<file path="src/rtl/pwm_brightness_ctrl.sv">
// pwm_brightness_ctrl: LED brightness PWM with step-up/step-down duty control.
// A free-running PWM_W-bit counter defines the period; duty_req tracks step
// requests and is copied into duty_act once per period so every period runs
// with a single constant duty.
// Optional build macro: PWM_WRAP_EN -- at the exact end points an up step from
// full scale wraps to 0 and a down step from 0 wraps to full scale; all other
// steps still saturate.
module pwm_brightness_ctrl #(
  parameter int unsigned PWM_W = 8,
  parameter int unsigned STEP  = 32
) (
  input  logic             clk,
  input  logic             rst,
  input  logic             up_pulse_n,
  input  logic             down_pulse_n,
  output logic             pwm_out,
  output logic [PWM_W:0]   duty_level,
  output logic             at_max,
  output logic             at_min
);

  localparam int unsigned   SUM_W    = PWM_W + 2;
  localparam logic [SUM_W-1:0] FULL_S = SUM_W'(2 ** PWM_W);
  localparam logic [SUM_W-1:0] STEP_S = SUM_W'(STEP);
  localparam logic [PWM_W:0]   FULL_D = (PWM_W + 1)'(2 ** PWM_W);
  localparam logic [PWM_W:0]   STEP_D = (PWM_W + 1)'(STEP);
  localparam logic [PWM_W-1:0] CNT_LAST = '1;

  logic [PWM_W-1:0] cnt;
  logic [PWM_W:0]   duty_req;
  logic [PWM_W:0]   duty_act;

  logic             step_up;
  logic             step_dn;
  logic [SUM_W-1:0] up_sum;
  logic [PWM_W:0]   up_sat;
  logic [PWM_W:0]   dn_sat;
  logic [PWM_W:0]   duty_nxt;

  // Next requested duty: saturating add/subtract, simultaneous requests cancel
  always_comb begin
    step_up  = ~up_pulse_n & down_pulse_n;
    step_dn  = up_pulse_n & ~down_pulse_n;
    up_sum   = {1'b0, duty_req} + STEP_S;
    up_sat   = (up_sum > FULL_S) ? FULL_D : up_sum[PWM_W:0];
    dn_sat   = (duty_req < STEP_D) ? '0 : (duty_req - STEP_D);
    duty_nxt = duty_req;
    if (step_up) begin
      duty_nxt = up_sat;
`ifdef PWM_WRAP_EN
      if (duty_req == FULL_D) duty_nxt = '0;
`endif
    end else if (step_dn) begin
      duty_nxt = dn_sat;
`ifdef PWM_WRAP_EN
      if (duty_req == '0) duty_nxt = FULL_D;
`endif
    end
  end

  // Period counter, requested duty and once-per-period shadow load
  always_ff @(posedge clk) begin
    if (rst) begin
      cnt      <= '0;
      duty_req <= '0;
      duty_act <= '0;
    end else begin
      cnt      <= cnt + PWM_W'(1);
      duty_req <= duty_nxt;
      // Loads the pre-step value when a step lands on the same edge
      if (cnt == CNT_LAST) duty_act <= duty_req;
    end
  end

  // Output decode straight from registers
  always_comb begin
    pwm_out    = ({1'b0, cnt} < duty_act);
    duty_level = duty_req;
    at_max     = (duty_req == FULL_D);
    at_min     = (duty_req == '0);
  end

endmodule

</file>
<file path="config.mk">
export PLATFORM = sky130hd
export DESIGN_NAME = pwm_brightness_ctrl
export DESIGN_NICKNAME = d
export VERILOG_FILES = /design/src/rtl/pwm_brightness_ctrl.sv
export SDC_FILE = /design/constraint.sdc
export NUM_CORES = 1
export LEC_CHECK = 0
export ABC_AREA = 1
export CORE_MARGIN = 1.5
export CORE_UTILIZATION = 51
export CTS_CLUSTER_SIZE = 40
export DETAILED_ROUTE_END_ITERATION = 8
export MAX_ROUTING_LAYER = met4
export PLACE_DENSITY = 0.84
export SETUP_SLACK_MARGIN = 0.1
export SYNTH_ARGS = -nofsm -noshare
export SYNTH_HDL_FRONTEND = slang
export SYNTH_SLANG_ARGS = --single-unit
</file>
<file path="constraint.sdc">
create_clock -name clk -period 1.8 [get_ports clk]
set_clock_uncertainty 0.2 [all_clocks]
set_input_delay 0.36 -clock clk [delete_from_list [all_inputs] [get_ports clk]]
set_output_delay 0.36 -clock clk [all_outputs]
set_load 0.01 [all_outputs]
</file>
==> summary.md, run 1 <==
| Metric | Value |
|---|---|
| Pint | `0.629 mW` |
| Total die area | `2180 um2` |
| Clk network pwr share | `0.261` |
| CTS Root Cell | `clkbuf_4` |
| Post-synthesis cell count | `143` |
| Power Density | `744 nW/um2` |
| Gr usage total | `0.229` |
| Antenna diodes | `0` |
| Yosys top cell by area | `dfxtp_1` |
| Total wire length | `2120 um` |
| Yosys Warn Count | `0` |
| Remaining DRCs | `0` |
| P_leak | `0.613 nW` |
| NumNets Final | `180` |
| Net Switching | `0.290 mW` |
| # IOs | `16` |
| Mean Syn Cell Area | `6.82 um2` |
| Seq pwr share | `0.422` |
| Fin. Hold Viols | `0` |
| Hold Startpoint | `cnt[0]$_SDFF_PP0_` |
| H-tree depth | `1` |
| Finished Core Util | `0.699` |
| Max-cap viol count | `0` |
| WS Path Type | `register to output port` |
| HP Class | `register to register` |
| Worst Path Arrival | `~1.5 ns` |
| GRT Residual Overflow | `0` |
| Gpl congestion | `0.840` |
| Post-synth top cells | `nand2_1 (31), inv_1 (24), dfxtp_1 (16), nand3_1 (14), a21oi_1 (12)` |
| CTS tree | `built` |
| Number of global-route vias before repair | `between 800 and 900` |
| Worst path max stage delay | `0.34 ns` |
| HPWL after DPL | `roughly 1600 um` |
| Ys flop type | `dfxtp_1` |
| Crit-path most repeated cell | `o21a_1` |
| Data required time at the worst endpoint | `1.24 ns` |
| Asr flop ratio synth | `0` |
| CP max FO | `2` |
| Port Buf Inserts | `10` |
| CTS sink cnt | `16` |
| Critical path endpoint category | `output port` |
| Starting Density | `0.552` |
| Area grow syn2layout | `26.6%` |
| Largest net degree at the start of global routing | `10` |
| Die Span Y | `46.7 um` |
| Fmax achieved | `~490 MHz` |
| Violated checks | `negative setup slack` |
| Post-route minimum period | `~2.0 ns` |
| Initial antenna violation count | `0` |
| Sw Share | `0.316` |
| EDFF count, synth | `0` |
| # setup viols final | `1` |
| Synth cell types | `21` |
| CP Launch Type | `register` |
| Clock transition at path regs | `roughly 0.090 ns` |
| Dominant cell by count in the synthesized netlist | `nand2_1` |
| Worst hold slack | `0.267 ns` |
| Final period util | `1.13` |
| Longest Clk Path Bufs | `2` |
| Antenna-violating nets left | `0` |
| Top cell type's share of synthesized area | `0.329` |
| Drt wl/cell | `approximately 11 um` |
| R2r setup slk | `between 0.2 and 0.25 ns` |
| Slew Limit Fails | `0` |
| Combinational share of power | `0.317` |
| Crit path cell chain | `inv_2 -> ha_4 -> o21a_1 -> o21a_1 -> o21bai_1 -> buf_2` |
| Unrepaired setup endpoints after global routing | `true` |
| Launch point of the worst path | `duty_act[5]$_SDFFE_PP0N_` |
| Starting DRT DRC Count | `56` |
| Layout cell share with drive strength beyond 1 | `0.220` |
| Worst-skew pair later-pin latency | `0.29 ns` |
| DR pass1 iterations | `4` |
| Die W | `46.7 um` |
| WP buf/inv | `2` |
| DR vias | `955` |
| Via-to-Cell Ratio | `4.95` |
| Core ar. | `1760 um2` |
| Global-route wire length before repair | `3370 um` |
| Crit-path slowest cell | `dfxtp_2` |
| Delay-heaviest family, CP | `compound AO/OA/AOI/OAI gates` |
| # hold bufs at CTS | `0` |
| Status | `finished with violations` |
| Area contributors post-synth | `dfxtp_1 (33%), nand2_1 (12%), inv_1 (9.2%), ha_1 (9.0%), nand3_1 (7.2%)` |
| Sequential-to-total area share from yosys stat | `0.329` |
| Pre-CTS setup slack | `-0.390 ns` |
| Worst setup margin | `-0.237 ns` |
| Num CTS Buffers | `3` |
| R2R Path Start | `duty_level[5]$_SDFFE_PP0P_` |
| VDD IR-drop max | `about 0.46 mV` |
| Yosys reg bits | `16` |
| Synth Cell Area | `about 1000 um2` |
| Row cnt | `15` |
==> path summary, 6_finish.rpt <==
check / cells past startpoint / endpoint
max: 6 / pwm_out
min: 1 / cnt[0]$_SDFF_PP0_
max reg2reg: 8 / duty_level[7]$_SDFFE_PP0P_
min reg2reg: 1 / cnt[0]$_SDFF_PP0_
==> metal layers <==
| layer | part of all wire | track usage | vias to the layer above |
|---|---|---|---|
| met3 | 0.071 | 0.0706 | 4 |
| met1 | 0.43 | 0.246 | 416 |
| li1 | - | - | 498 |
| met2 | 0.49 | 0.403 | 37 |
| met5 | 0 | - | - |
| met4 | 0.0090 | 0.0667 | 0 |
==> power groups by stage <==
stage | Sequential (mW) | Combinational [mW] | Clock (mW)
2_1_floorplan | 0.404 | 0.161 | 0
3_3_place_gp | 0.390 | 0.259 | 0
3_5_place_dp | 0.392 | 0.270 | 0
4_1_cts | 0.388 | 0.280 | 0.247
5_1_grt | 0.390 | 0.322 | 0.257
6_report | 0.388 | 0.291 | 0.239
==> flip-flops by register name (all words and copies together), names as in the netlist <==
register	flops
duty_act	4
duty_level	4
cnt	8
==> logic make-up after synthesis <==
logic type,synth area share
flops,0.329
other cells,0.00385
xor+xnor,0.00899
compound gates,0.132
buf+inv,0.155
simple gates,0.281
fa+ha+maj,0.0899
==> repair_timing <==
item,in CTS,in global routing
resized for setup,27,4
pin swaps,6,6
setup buffers,2,0
endpoints found under the setup margin,7,3
==> metrics by stage <==
step	instances	instance area [um2]	power (mW)	TNS [ns]
floorplan	147	990	0.565	0
global placement	187	1160	0.649	-0.356
detailed placement	187	1160	0.662	-0.482
CTS	193	1220	0.914	-0.278
global route	193	1230	0.970	-0.298
finish	193	1230	0.918	-0.237
==> cells in the final DEF (no fill, tap or decap), types with 3 or more instances in the layout <==
master | netlist | final
dfxtp_2 | 0 | 6
nand3_1 | 14 | 13
clkdlybuf4s50_1 | 0 | 3
clkbuf_4 | 0 | 3
nand2_1 | 31 | 30
conb_1 | 1 | 5
dlygate4sd2_1 | 0 | 4
buf_4 | 5 | 13
inv_2 | 2 | 4
ha_1 | 7 | 6
dfxtp_1 | 16 | 10
inv_1 | 24 | 22
nor2_1 | 11 | 10
o21ai_0 | 8 | 8
a21oi_1 | 12 | 12
==> final cells by class <==
type                    count  area, um2
flip-flops and latches     16        328
clock buffers               4       36.3
repair buffers             24        195
well taps                  25       31.3
inverters                  26       97.6
fillers                   162        531
multi-input cells          98        546
Power figures use the tool's default switching activity.
==> inputs of run 2 (changes only) <==
Settings changed: CORE_UTILIZATION 51 to 50, PLACE_DENSITY 0.84 to 0.83.
==> summary.md, run 2 (synthesized netlist as in run 1, its figures left out) <==
| Metric | Value |
|---|---|
| WS Path Type | `register to output port` |
| Seq pwr share | `0.465 (+0.043)` |
| CP max FO | `2 (unchanged)` |
| H-tree depth | `1 (unchanged)` |
| Crit path cell chain | `inv_2 -> ha_4 -> o21a_1 -> o21a_1 -> o21bai_1 -> buf_2` |
| VDD IR-drop max | `0.609 mV (+32%)` |
| Drt wl/cell | `10.2 um (-7.0%)` |
| Net Switching | `0.265 mW (-8.7%)` |
| Fmax achieved | `496 MHz (+1.1%)` |
| Unrepaired setup endpoints after global routing | `true` |
| CP Launch Type | `register` |
| Worst-skew pair later-pin latency | `0.27 ns (-0.02 ns)` |
| DR vias | `921 (-3.6%)` |
| Starting Density | `0.547 (-0.00582)` |
| Gpl congestion | `0.848 (+0.89%)` |
| Critical path endpoint category | `output port` |
| Post-route minimum period | `2.01 ns (-0.0218 ns)` |
| Gr usage total | `0.216 (-0.0132)` |
| Die W | `47.2 um (+0.93%)` |
| Max-cap viol count | `0 (unchanged)` |
| Starting DRT DRC Count | `21 (-63%)` |
| HPWL after DPL | `1580 um (-1.6%)` |
| Total wire length | `1970 um (-7.0%)` |
| Number of global-route vias before repair | `859 (+2.4%)` |
| # fillers | `163 (+0.62%)` |
| Antenna-violating nets left | `0 (unchanged)` |
| Pint | `0.568 mW (-9.6%)` |
| CTS tree | `built` |
| Violated checks | `negative setup slack` |
| # IOs | `16 (unchanged)` |
| Commonest non-fill, non-tap cell in the layout | `nand2_1` |
| # setup viols final | `1 (unchanged)` |
| Longest Clk Path Bufs | `2 (unchanged)` |
| Port Buf Inserts | `10 (unchanged)` |
| Fin. Hold Viols | `0 (unchanged)` |
| Global-route wire length before repair | `3330 um (-1.0%)` |
| P_leak | `0.607 nW (-0.92%)` |
| Die Span Y | `47.2 um (+0.93%)` |
| Data required time at the worst endpoint | `1.24 ns (about the same)` |
| Area grow syn2layout | `24.6%` |
| Row cnt | `15 (unchanged)` |
| NumNets Final | `181 (+0.56%)` |
| Num CTS Buffers | `3 (unchanged)` |
| GRT Residual Overflow | `0 (unchanged)` |
| Largest net degree at the start of global routing | `10 (unchanged)` |
| Worst setup margin | `-0.215 ns (+0.0218 ns)` |
| CTS Root Cell | `clkbuf_4` |
| Crit-path most repeated cell | `o21a_1` |
| Worst path max stage delay | `0.34 ns (about the same)` |
| Combinational share of power | `0.324 (+0.007)` |
| Core ar. | `1780 um2 (+1.1%)` |
| PnR Total Power | `0.833 mW (-9.3%)` |
| Slew Limit Fails | `0 (unchanged)` |
| Via-to-Cell Ratio | `4.77 (-3.6%)` |
| Initial antenna violation count | `0 (unchanged)` |
| Clk network pwr share | `0.211 (-0.050)` |
| Worst Path Arrival | `1.45 ns (-0.03 ns)` |
| Layout cell share with drive strength beyond 1 | `0.202 (-0.0179)` |
| Most frequent cells in the layout | `nand2_1 (31), inv_1 (23), buf_4 (15)` |
| Worst hold slack | `0.259 ns (-0.00769 ns)` |
| DR pass1 iterations | `4 (unchanged)` |
| Final period util | `1.12 (-0.0121)` |
| Max FFs per register | `8 (unchanged)` |
| Cell total after placement | `188 (+0.53%)` |
| Status | `finished with violations` |
| Final instance count without filler cells | `193 (unchanged)` |
| Clock transition at path regs | `0.08 ns (about the same)` |
| Antenna diodes | `0 (unchanged)` |
| Crit-path slowest cell | `dfxtp_2` |
| Top reg by flops | `cnt` |
| Total die area | `2220 um2 (+1.9%)` |
| Remaining DRCs | `0 (unchanged)` |
| TNS Setup | `-0.215 ns (+0.0218 ns)` |
| Power Density | `686 nW/um2 (-7.9%)` |
| Sw Share | `0.318 (+0.00226)` |
| # hold bufs at CTS | `0 (unchanged)` |
| HP Class | `register to register` |
| CTS sink cnt | `16 (unchanged)` |
-- run 2: cell types whose count changed in the layout (fill, tap and decap cells not counted), sizes merged --
cell / change
buf: +1
clkbuf: -1
clkdlybuf4s15: +1
dlygate4sd2: -1
-- run 2: worst paths after layout --
kind              cells after the start  slack, ns                          to                       start
setup / recovery                      6      -0.21                     pwm_out    duty_act[5]$_SDFFE_PP0N_
hold / removal                        1       0.26           cnt[0]$_SDFF_PP0_           cnt[0]$_SDFF_PP0_
setup reg to reg                      7       0.24  duty_level[6]$_SDFFE_PP0P_  duty_level[5]$_SDFFE_PP0P_
hold reg to reg                       1       0.26           cnt[0]$_SDFF_PP0_           cnt[0]$_SDFF_PP0_
-- run 2: per-stage QoR --
step / util / setup WS, ns / area (um2)
6_report: 0.681 / -0.215 / 1210
5_1_grt: 0.681 / -0.262 / 1210
4_1_cts: 0.676 / -0.255 / 1210
3_5_place_dp: 0.653 / -0.420 / 1160
3_3_place_gp: 0.653 / -0.352 / 1160
2_1_floorplan: - / 0.110 / 990
-- run 2: per-layer routing --
| layer | vias to the layer above | wire, um | track usage |
|---|---|---|---|
| met4 | 0 | 10 | 0.0222 |
| met1 | 397 | 899 | 0.255 |
| met3 | 2 | 106 | 0.0538 |
| li1 | 498 | - | - |
| met2 | 24 | 954 | 0.381 |
| met5 | - | 0 | - |
-- run 2: power by group through the flow --
| stage | logic, mW | clock network (mW) | registers [mW] |
|---|---|---|---|
| 2_1_floorplan | 0.161 | 0 | 0.404 |
| 3_3_place_gp | 0.260 | 0 | 0.390 |
| 3_5_place_dp | 0.271 | 0 | 0.391 |
| 4_1_cts | 0.268 | 0.180 | 0.384 |
| 5_1_grt | 0.306 | 0.196 | 0.390 |
| 6_report | 0.270 | 0.176 | 0.387 |
-- run 2: final cells by class --
cell class	instances	area, um2	area share
multi-input combinational	98	543	0.447
sequential	16	327	0.269
timing repair buffer	25	194	0.160
inverter	26	97.6	0.0803
tap	25	31.3	0.0257
clock buffer	3	22.5	0.0185
-- run 2: what timing repair did --
action / 4_1_cts / 5_1_grt
pin swaps: 6 / 5
setup buffers: 2 / 0
endpoints found under the setup margin: 7 / 3
resized for setup: 20 / 7
-- run 2: worst max-delay path: cells and delay by family, from the launching register on --
family | cells | cell delay (ns)
adders and majority gates | 1 | 0.20
buffers and inverters | 2 | 0.19
DFF | 1 | 0.34
AOI/OAI and AO/OA | 3 | 0.45
